### src/rtl/mips_multicycle_control_if.sv
// Control bundle between the multi-cycle MIPS control FSM and its datapath.
// master = control FSM, slave = datapath side.
interface mips_multicycle_control_if;
  logic [5:0] opcode;
  logic       zero;
  logic       mem_ready;
  logic       pc_en;
  logic       pc_write;
  logic       pc_write_cond;
  logic       i_or_d;
  logic       mem_read;
  logic       mem_write;
  logic       ir_write;
  logic       mem_to_reg;
  logic       reg_dst;
  logic       reg_write;
  logic       alu_src_a;
  logic [1:0] alu_src_b;
  logic [1:0] alu_op;
  logic [1:0] pc_source;
  logic [3:0] state;
  logic       illegal_op;

  modport master (
    input  opcode, zero, mem_ready,
    output pc_en, pc_write, pc_write_cond, i_or_d, mem_read, mem_write,
           ir_write, mem_to_reg, reg_dst, reg_write, alu_src_a,
           alu_src_b, alu_op, pc_source, state, illegal_op
  );

  modport slave (
    output opcode, zero, mem_ready,
    input  pc_en, pc_write, pc_write_cond, i_or_d, mem_read, mem_write,
           ir_write, mem_to_reg, reg_dst, reg_write, alu_src_a,
           alu_src_b, alu_op, pc_source, state, illegal_op
  );
endinterface

### src/rtl/mips_multicycle_control.sv
// Main control FSM of the multi-cycle MIPS datapath: sequences fetch, decode,
// execute, memory and write-back, and forms the PC write enable.
module mips_multicycle_control (
  input logic                        clk,
  input logic                        reset,
  mips_multicycle_control_if.master  bus
);

  localparam int unsigned OP_W = 6;
  localparam int unsigned ST_W = 4;

  localparam logic [OP_W-1:0] OP_RTYPE = 6'b000000;
  localparam logic [OP_W-1:0] OP_LW    = 6'b100011;
  localparam logic [OP_W-1:0] OP_SW    = 6'b101011;
  localparam logic [OP_W-1:0] OP_BEQ   = 6'b000100;
  localparam logic [OP_W-1:0] OP_J     = 6'b000010;
  localparam logic [OP_W-1:0] OP_ADDI  = 6'b001000;

  typedef enum logic [ST_W-1:0] {
    FETCH      = 4'd0,
    DECODE     = 4'd1,
    MEM_ADDR   = 4'd2,
    MEM_READ   = 4'd3,
    MEM_WB     = 4'd4,
    MEM_WRITE  = 4'd5,
    EXECUTE    = 4'd6,
    R_COMPLETE = 4'd7,
    BRANCH     = 4'd8,
    JUMP       = 4'd9,
    ADDI_EXEC  = 4'd10,
    ADDI_WB    = 4'd11
  } state_t;

  state_t          state_q;
  state_t          state_d;
  logic [OP_W-1:0] op_q;

  logic       pc_write;
  logic       pc_write_cond;
  logic       i_or_d;
  logic       mem_read;
  logic       mem_write;
  logic       ir_write;
  logic       mem_to_reg;
  logic       reg_dst;
  logic       reg_write;
  logic       alu_src_a;
  logic [1:0] alu_src_b;
  logic [1:0] alu_op;
  logic [1:0] pc_source;
  logic       illegal_op;

  // State register; opcode is held from DECODE so MEM_ADDR can pick lw vs sw.
  always_ff @(posedge clk) begin
    if (reset) begin
      state_q <= FETCH;
      op_q    <= '0;
    end else begin
      state_q <= state_d;
      if (state_q == DECODE) op_q <= bus.opcode;
    end
  end

  // Next-state and control decode.
  always_comb begin
    state_d       = state_q;
    pc_write      = 1'b0;
    pc_write_cond = 1'b0;
    i_or_d        = 1'b0;
    mem_read      = 1'b0;
    mem_write     = 1'b0;
    ir_write      = 1'b0;
    mem_to_reg    = 1'b0;
    reg_dst       = 1'b0;
    reg_write     = 1'b0;
    alu_src_a     = 1'b0;
    alu_src_b     = 2'b00;
    alu_op        = 2'b00;
    pc_source     = 2'b00;
    illegal_op    = 1'b0;

    case (state_q)
      FETCH: begin
        mem_read  = 1'b1;
        alu_src_b = 2'b01;
        ir_write  = bus.mem_ready;
        pc_write  = bus.mem_ready;
        state_d   = bus.mem_ready ? DECODE : FETCH;
      end
      DECODE: begin
        alu_src_b = 2'b11;
        case (bus.opcode)
          OP_LW, OP_SW: state_d = MEM_ADDR;
          OP_RTYPE:     state_d = EXECUTE;
          OP_BEQ:       state_d = BRANCH;
          OP_J:         state_d = JUMP;
          OP_ADDI:      state_d = ADDI_EXEC;
          default: begin
            state_d    = FETCH;
            illegal_op = 1'b1;
          end
        endcase
      end
      MEM_ADDR: begin
        alu_src_a = 1'b1;
        alu_src_b = 2'b10;
        state_d   = (op_q == OP_LW) ? MEM_READ : MEM_WRITE;
      end
      MEM_READ: begin
        mem_read = 1'b1;
        i_or_d   = 1'b1;
        state_d  = bus.mem_ready ? MEM_WB : MEM_READ;
      end
      MEM_WB: begin
        reg_write  = 1'b1;
        mem_to_reg = 1'b1;
        state_d    = FETCH;
      end
      MEM_WRITE: begin
        mem_write = 1'b1;
        i_or_d    = 1'b1;
        state_d   = bus.mem_ready ? FETCH : MEM_WRITE;
      end
      EXECUTE: begin
        alu_src_a = 1'b1;
        alu_op    = 2'b10;
        state_d   = R_COMPLETE;
      end
      R_COMPLETE: begin
        reg_dst   = 1'b1;
        reg_write = 1'b1;
        state_d   = FETCH;
      end
      BRANCH: begin
        alu_src_a     = 1'b1;
        alu_op        = 2'b01;
        pc_write_cond = 1'b1;
        pc_source     = 2'b01;
        state_d       = FETCH;
      end
      JUMP: begin
        pc_write  = 1'b1;
        pc_source = 2'b10;
        state_d   = FETCH;
      end
      ADDI_EXEC: begin
        alu_src_a = 1'b1;
        alu_src_b = 2'b10;
        state_d   = ADDI_WB;
      end
      ADDI_WB: begin
        reg_write = 1'b1;
        state_d   = FETCH;
      end
      default: state_d = FETCH;
    endcase

    // Reset silences every control so a mid-instruction reset writes nothing.
    if (reset) begin
      {pc_write, pc_write_cond, i_or_d, mem_read, mem_write, ir_write,
       mem_to_reg, reg_dst, reg_write, alu_src_a, alu_src_b, alu_op,
       pc_source, illegal_op} = '0;
    end
  end

  assign bus.pc_en         = pc_write | (pc_write_cond & bus.zero);
  assign bus.pc_write      = pc_write;
  assign bus.pc_write_cond = pc_write_cond;
  assign bus.i_or_d        = i_or_d;
  assign bus.mem_read      = mem_read;
  assign bus.mem_write     = mem_write;
  assign bus.ir_write      = ir_write;
  assign bus.mem_to_reg    = mem_to_reg;
  assign bus.reg_dst       = reg_dst;
  assign bus.reg_write     = reg_write;
  assign bus.alu_src_a     = alu_src_a;
  assign bus.alu_src_b     = alu_src_b;
  assign bus.alu_op        = alu_op;
  assign bus.pc_source     = pc_source;
  assign bus.illegal_op    = illegal_op;
  assign bus.state         = reset ? 4'd0 : state_q;

endmodule

### src/flat_wrapper.sv
// flat-port wrapper written by rule: the top's interface ports become plain ports
module mips_multicycle_control_flat 
  (clk, reset, bus_opcode, bus_zero, bus_mem_ready, bus_pc_en, bus_pc_write, bus_pc_write_cond, bus_i_or_d, bus_mem_read, bus_mem_write, bus_ir_write, bus_mem_to_reg, bus_reg_dst, bus_reg_write, bus_alu_src_a, bus_alu_src_b, bus_alu_op, bus_pc_source, bus_state, bus_illegal_op);
  mips_multicycle_control_if bus_i ();
  input logic clk;
  input logic reset;
  input wire logic [$bits(bus_i.opcode)-1:0] bus_opcode;
  input wire logic [$bits(bus_i.zero)-1:0] bus_zero;
  input wire logic [$bits(bus_i.mem_ready)-1:0] bus_mem_ready;
  output wire logic [$bits(bus_i.pc_en)-1:0] bus_pc_en;
  output wire logic [$bits(bus_i.pc_write)-1:0] bus_pc_write;
  output wire logic [$bits(bus_i.pc_write_cond)-1:0] bus_pc_write_cond;
  output wire logic [$bits(bus_i.i_or_d)-1:0] bus_i_or_d;
  output wire logic [$bits(bus_i.mem_read)-1:0] bus_mem_read;
  output wire logic [$bits(bus_i.mem_write)-1:0] bus_mem_write;
  output wire logic [$bits(bus_i.ir_write)-1:0] bus_ir_write;
  output wire logic [$bits(bus_i.mem_to_reg)-1:0] bus_mem_to_reg;
  output wire logic [$bits(bus_i.reg_dst)-1:0] bus_reg_dst;
  output wire logic [$bits(bus_i.reg_write)-1:0] bus_reg_write;
  output wire logic [$bits(bus_i.alu_src_a)-1:0] bus_alu_src_a;
  output wire logic [$bits(bus_i.alu_src_b)-1:0] bus_alu_src_b;
  output wire logic [$bits(bus_i.alu_op)-1:0] bus_alu_op;
  output wire logic [$bits(bus_i.pc_source)-1:0] bus_pc_source;
  output wire logic [$bits(bus_i.state)-1:0] bus_state;
  output wire logic [$bits(bus_i.illegal_op)-1:0] bus_illegal_op;
  assign bus_i.opcode = bus_opcode;
  assign bus_i.zero = bus_zero;
  assign bus_i.mem_ready = bus_mem_ready;
  assign bus_pc_en = bus_i.pc_en;
  assign bus_pc_write = bus_i.pc_write;
  assign bus_pc_write_cond = bus_i.pc_write_cond;
  assign bus_i_or_d = bus_i.i_or_d;
  assign bus_mem_read = bus_i.mem_read;
  assign bus_mem_write = bus_i.mem_write;
  assign bus_ir_write = bus_i.ir_write;
  assign bus_mem_to_reg = bus_i.mem_to_reg;
  assign bus_reg_dst = bus_i.reg_dst;
  assign bus_reg_write = bus_i.reg_write;
  assign bus_alu_src_a = bus_i.alu_src_a;
  assign bus_alu_src_b = bus_i.alu_src_b;
  assign bus_alu_op = bus_i.alu_op;
  assign bus_pc_source = bus_i.pc_source;
  assign bus_state = bus_i.state;
  assign bus_illegal_op = bus_i.illegal_op;
  mips_multicycle_control u_core (.clk(clk), .reset(reset), .bus(bus_i));
endmodule
### config.mk
export PLATFORM = sky130hd
export DESIGN_NAME = mips_multicycle_control_flat
export DESIGN_NICKNAME = d
export VERILOG_FILES = /design/src/rtl/mips_multicycle_control_if.sv /design/src/rtl/mips_multicycle_control.sv /design/src/flat_wrapper.sv
export SDC_FILE = /design/constraint.sdc
export NUM_CORES = 1
export LEC_CHECK = 0
export ABC_AREA = 1
export CAP_MARGIN = 20
export CORE_ASPECT_RATIO = 0.75
export CORE_MARGIN = 10
export CORE_UTILIZATION = 40
export CTS_BUF_LIST = sky130_fd_sc_hd__clkbuf_4
export DETAILED_ROUTE_END_ITERATION = 12
export PLACE_DENSITY_LB_ADDON = 0.05
export SETUP_SLACK_MARGIN = 0.15
export SYNTH_ARGS = -nofsm -noshare
export SYNTH_HDL_FRONTEND = slang
export SYNTH_SLANG_ARGS = --single-unit
### constraint.sdc
create_clock -name clk -period 1.3 [get_ports clk]
set_clock_uncertainty 0.2 [all_clocks]
set_input_delay 0.13 -clock clk [delete_from_list [all_inputs] [get_ports clk]]
set_output_delay 0.13 -clock clk [all_outputs]
set_load 0.02 [all_outputs]
==> results of run 1 <==
-- Yosys cell counts (2+ instances only) --
cell type / number
nand3_1: 9
nand4_1: 2
nand2_1: 27
o21ai_0: 3
inv_1: 12
nor2_1: 36
nor2_2: 2
inv_2: 6
dfxtp_1: 10
a21oi_1: 7
o21ai_1: 5
-- metrics by stage --
step | instances | instance area [sq um] | TNS, ns | hold WS [ns] | util (%)
2_1_floorplan | 133 | 966 | -0.292 | 0.00299 | -
3_3_place_gp | 223 | 1590 | -15.87 | 0.240 | 89.1
3_5_place_dp | 223 | 1590 | -17.03 | 0.252 | 89.1
-- cells by family after synthesis --
kind of cell / share of synthesized area (%)
xor+xnor: 1.12
flops: 25.6
compound gates: 17.3
buf+inv: 11.5
simple gates: 44.6
==> results.tsv, run 1 <==
stage	metric	value	unit
yosys	Ys Warns	0	
yosys	Cells after Synth	133	
yosys	synth top area cells	dfxtp_1 26%, nor2_1 17%, nand2_1 13%	
floorplan	die extent in y	58.3	um
placed_design	DP HPWL	2750	um
status	status	did not finish	
yosys	FFs w/ async S/R, synth	0	%
floorplan	die span in x	71.1	um
yosys	Syn Std Cell Area	783	sq um
status	Tool Error	[ERROR DPL-0038] Utilization greater than 100%, impossible to legalize	
yosys	post-synthesis sequential area ratio	25.6	%
yosys	syn_area_per_cell	5.89	sq um
placed_design	GPL Wtd Cong	0.866	
yosys	Distinct cells, synth	25	
floorplan	starting density of the core	43.8	%
clock_network	post-CTS sizing	162	
yosys	ys flop type	dfxtp_1	
yosys	Mapped Nets	143	
status	Last stage	clock tree synthesis (4_1_cts)	
yosys	share of the synthesized area in the top cell type	25.6	%
yosys	Post-synth EDFFs	0	
clock_network	# hold bufs at CTS	0	
yosys	Yosys top cell by area	dfxtp_1	
clock_network	clock buffer count from CTS	3	
clock_network	Post-CTS Setup Inserts	7	
floorplan	I/O Pins	32	
clock_network	CTS root buffer	clkbuf_4	
placed_design	dpl ws	-0.850	ns
clock_network	Max Buffers Root-to-Sink	2	
yosys	Synth Register Bits	10	
clock_network	Clock H-tree levels	1	
placed_design	Port Buffers	31	
floorplan	cell row count	13	
clock_network	CTS Sinks	10	
==> run 2, diff against run 1 <==
CORE_AREA = 10 10 71 73   (was default)
CORE_ASPECT_RATIO = default   (was 0.75)
CORE_MARGIN = default   (was 10)
CORE_UTILIZATION = default   (was 40)
CTS_BUF_LIST = default   (was sky130_fd_sc_hd__clkbuf_4)
DIE_AREA = 0 0 81 83   (was default)
PLACE_DENSITY_LB_ADDON = 0.15   (was 0.05)
SETUP_SLACK_MARGIN = default   (was 0.15)
clock period = 1.7 ns   (was 1.3 ns; I/O delays follow)
==> results.tsv, run 2 <==
stage	metric	value	unit	change
layout	P&R area growth vs syn	86.1	%	
worst_setup_path	slowest stage cell, crit path	dfxtp_4		
power_and_ir_drop	internal power	538	uW	
layout	commonest non-fill, non-tap cells in the layout	44 x buf_4, 29 x nor2_1, 26 x nand2_1		
clock_network	Clock Latency Late Sink	0.24	ns	
sta	RSZ-0062 raised after global routing	true		
power_and_ir_drop	Seq pwr share	34.3	%	
worst_setup_path	Worst Path Class, Setup	reg2out		
yosys	Ys Warns	0		unchanged
yosys	FFs w/ async S/R, synth	0	%	unchanged
yosys	synth top area cells	dfxtp_1 26%, nor2_1 17%, nand2_1 13%		
yosys	Cells after Synth	133		unchanged
power_and_ir_drop	Sw Pwr	199	uW	
yosys	syn_area_per_cell	5.89	sq um	unchanged
worst_setup_path	worst stage delay on the critical path	0.36	ns	
drt	via count	1046		
floorplan	die span in x	81	um	+14%
floorplan	die area	0.00672	sq mm	
yosys	Syn Std Cell Area	783	sq um	unchanged
layout	biggest regs	u_core.op_q: 6 flops, u_core.state_q: 4 flops		
power_and_ir_drop	Clock power frac	40.5	%	
worst_setup_path	worst path required time	1.33	ns	
power_and_ir_drop	LEAKAGE	0.000792	uW	
clock_network	CTS root buffer	clkbuf_8		
floorplan	cell row count	22		+9
clock_network	Max Buffers Root-to-Sink	2		unchanged
global_route	GRT Util Overall	8.48	%	
layout	Top reg by flops	u_core.op_q		
worst_setup_path	Worst EP arrival	1.28	ns	
worst_setup_path	worst path cell trace	nor2_1 > nand3_1 > o22ai_2 > a21o_1 > buf_4		
drt	DR vias/cell	4.23		
yosys	Mapped Nets	143		unchanged
drt	DRC viols	0		
floorplan	die extent in y	83	um	+42%
clock_network	# hold bufs at CTS	0		unchanged
sta	Slew HR	83.4	%	
worst_setup_path	CP Capture Type	output port		
yosys	ys flop type	dfxtp_1		
drt	routed len/inst	11.3	um	
global_route	GRT Residual Overflow	0		
yosys	share of the synthesized area in the top cell type	25.6	%	unchanged
clock_network	Clock H-tree levels	1		unchanged
worst_setup_path	kind of cell with the highest combined delay on the critical path	flip-flops		
global_route	vias in the first global route	1073		
worst_setup_path	crit path launch type	register		
layout	# nets final	210		
clock_network	Post-CTS Setup Inserts	0		-7
layout	Final Util	40.1	%	
drt	Iter 0 DRT Violations	19		
clock_network	Reg clk slew, reported paths	0.05	ns	
sta	final setup vio count	0		
floorplan	core region area	0.00363	sq mm	
power_and_ir_drop	PwrDens	505	mW/mm^2	
yosys	Synth Register Bits	10		unchanged
sta	FMAX	0.606	GHz	
sta	final hold slack	0.0746	ns	
global_route	first-pass GRT wire length	4710	um	
clock_network	TritonCTS clock tree	built		
drt	Routed Antenna Nets	0		
layout	layout cells sized above 1	42.7	%	
layout	ANT cells	0		
sta	max-slew violation count	0		
sta	Fin. Hold Viols	0		
flow_run	max-capacitance violation count	0		
floorplan	I/O Pins	32		unchanged
global_route	initial antenna violation count	0		
yosys	Post-synth EDFFs	0		unchanged
yosys	Yosys top cell by area	dfxtp_1		
floorplan	starting density of the core	21.6	%	-22 points
sta	min setup slack post-route	0.0509	ns	
yosys	most numerous cell in the Yosys netlist	nor2_1		
status	status	finished clean		
sta	Least-Margin Pin Slew	0.246	ns	
global_route	largest net degree at the start of global routing	13		
drt	total wire length	2800	um	
clock_network	CTS Sinks	10		unchanged
drt	DR pass1 iterations	4		
sta	final period utilization	97.0	%	
worst_setup_path	CP Max Fanout	4		
power_and_ir_drop	Switching Fraction	27.0	%	
placed_design	GPL Wtd Cong	0.766		-12%
worst_setup_path	WP buf/inv	1		
layout	commonest non-fill, non-tap cell in the layout	buf_4		
yosys	top cells by count, synth	36 x nor2_1, 27 x nand2_1, 12 x inv_1		
placed_design	DP HPWL	2430	um	-12%
sta	fin crit period	1.65	ns	
yosys	Distinct cells, synth	25		unchanged
min_path	Hold Crit Class	in2reg		
clock_network	clock buffer count from CTS	3		unchanged
layout	max reg flops	6		
placed_design	Port Buffers	31		unchanged
yosys	post-synthesis sequential area ratio	25.6	%	unchanged
power_and_ir_drop	Logic pwr share	25.1	%	
power_and_ir_drop	VDD IR max	347	uV	
placed_design	dpl ws	-0.520	ns	+0.330 ns
run 2: what timing repair did:
action	CTS	global route
gates resized for setup	86	36
pin swaps	0	3
setup endpoints to repair	22	17
run 2: final cells by class:
type                    count  area (sq um)
inverters                  18          72.6
repair buffers             65           518
flip-flops and latches     10           210
clock buffers               4          55.1
well taps                  48          60.1
fillers                   419          2180
multi-input cells         102           542
run 2: worst min-delay path, delay by kind of cell:
| kind | cells | cell delay [ns] |
|---|---|---|
| buffers and inverters | 2 | 0.23 |
| AO/OA/AOI/OAI | 1 | 0.06 |
run 2: worst paths after layout:
kind | start | endpoint | slack, ns | cells past startpoint
max | u_core.state_q[2] | bus_pc_en | 0.05 | 5
min | bus_opcode[3] | u_core.op_q[3] | 0.07 | 3
max reg2reg | u_core.state_q[3] | u_core.state_q[0] | 0.17 | 9
min reg2reg | u_core.op_q[4] | u_core.op_q[4] | 0.27 | 2
run 2: cell families after synthesis:
group           Yosys count  share of synthesized area (%)
simple gates             80                           44.6
flops                    10                           25.6
buf+inv                  21                           11.5
compound gates           21                           17.3
xor+xnor                  1                           1.12
run 2: per-stage QoR:
step	setup TNS, ns	cell area, sq um	power [uW]	std cells
after floorplan	0	783	345	133
after global placement	-8.30	1390	447	243
after detailed placement	-8.63	1390	448	243
after CTS	-0.0203	1390	749	247
after global routing	-0.122	1460	792	247
final	0	1460	737	247
run 2: power groups by stage:
stage,logic [uW],registers (uW),clock network (uW)
2_1_floorplan,86.6,259,0
3_3_place_gp,188,259,0
3_5_place_dp,188,260,0
4_1_cts,182,255,312
5_1_grt,207,254,331
6_report,185,253,299
run 2: routing by layer:
layer / routed length, um / up-vias / global-route usage (%)
met5: 0 / - / 0
met4: 40 / 0 / 3.76
met3: 207 / 4 / 2.91
met2: 1360 / 27 / 14.3
met1: 1200 / 460 / 9.21
li1: - / 555 / -
Power figures use the tool's default switching activity.
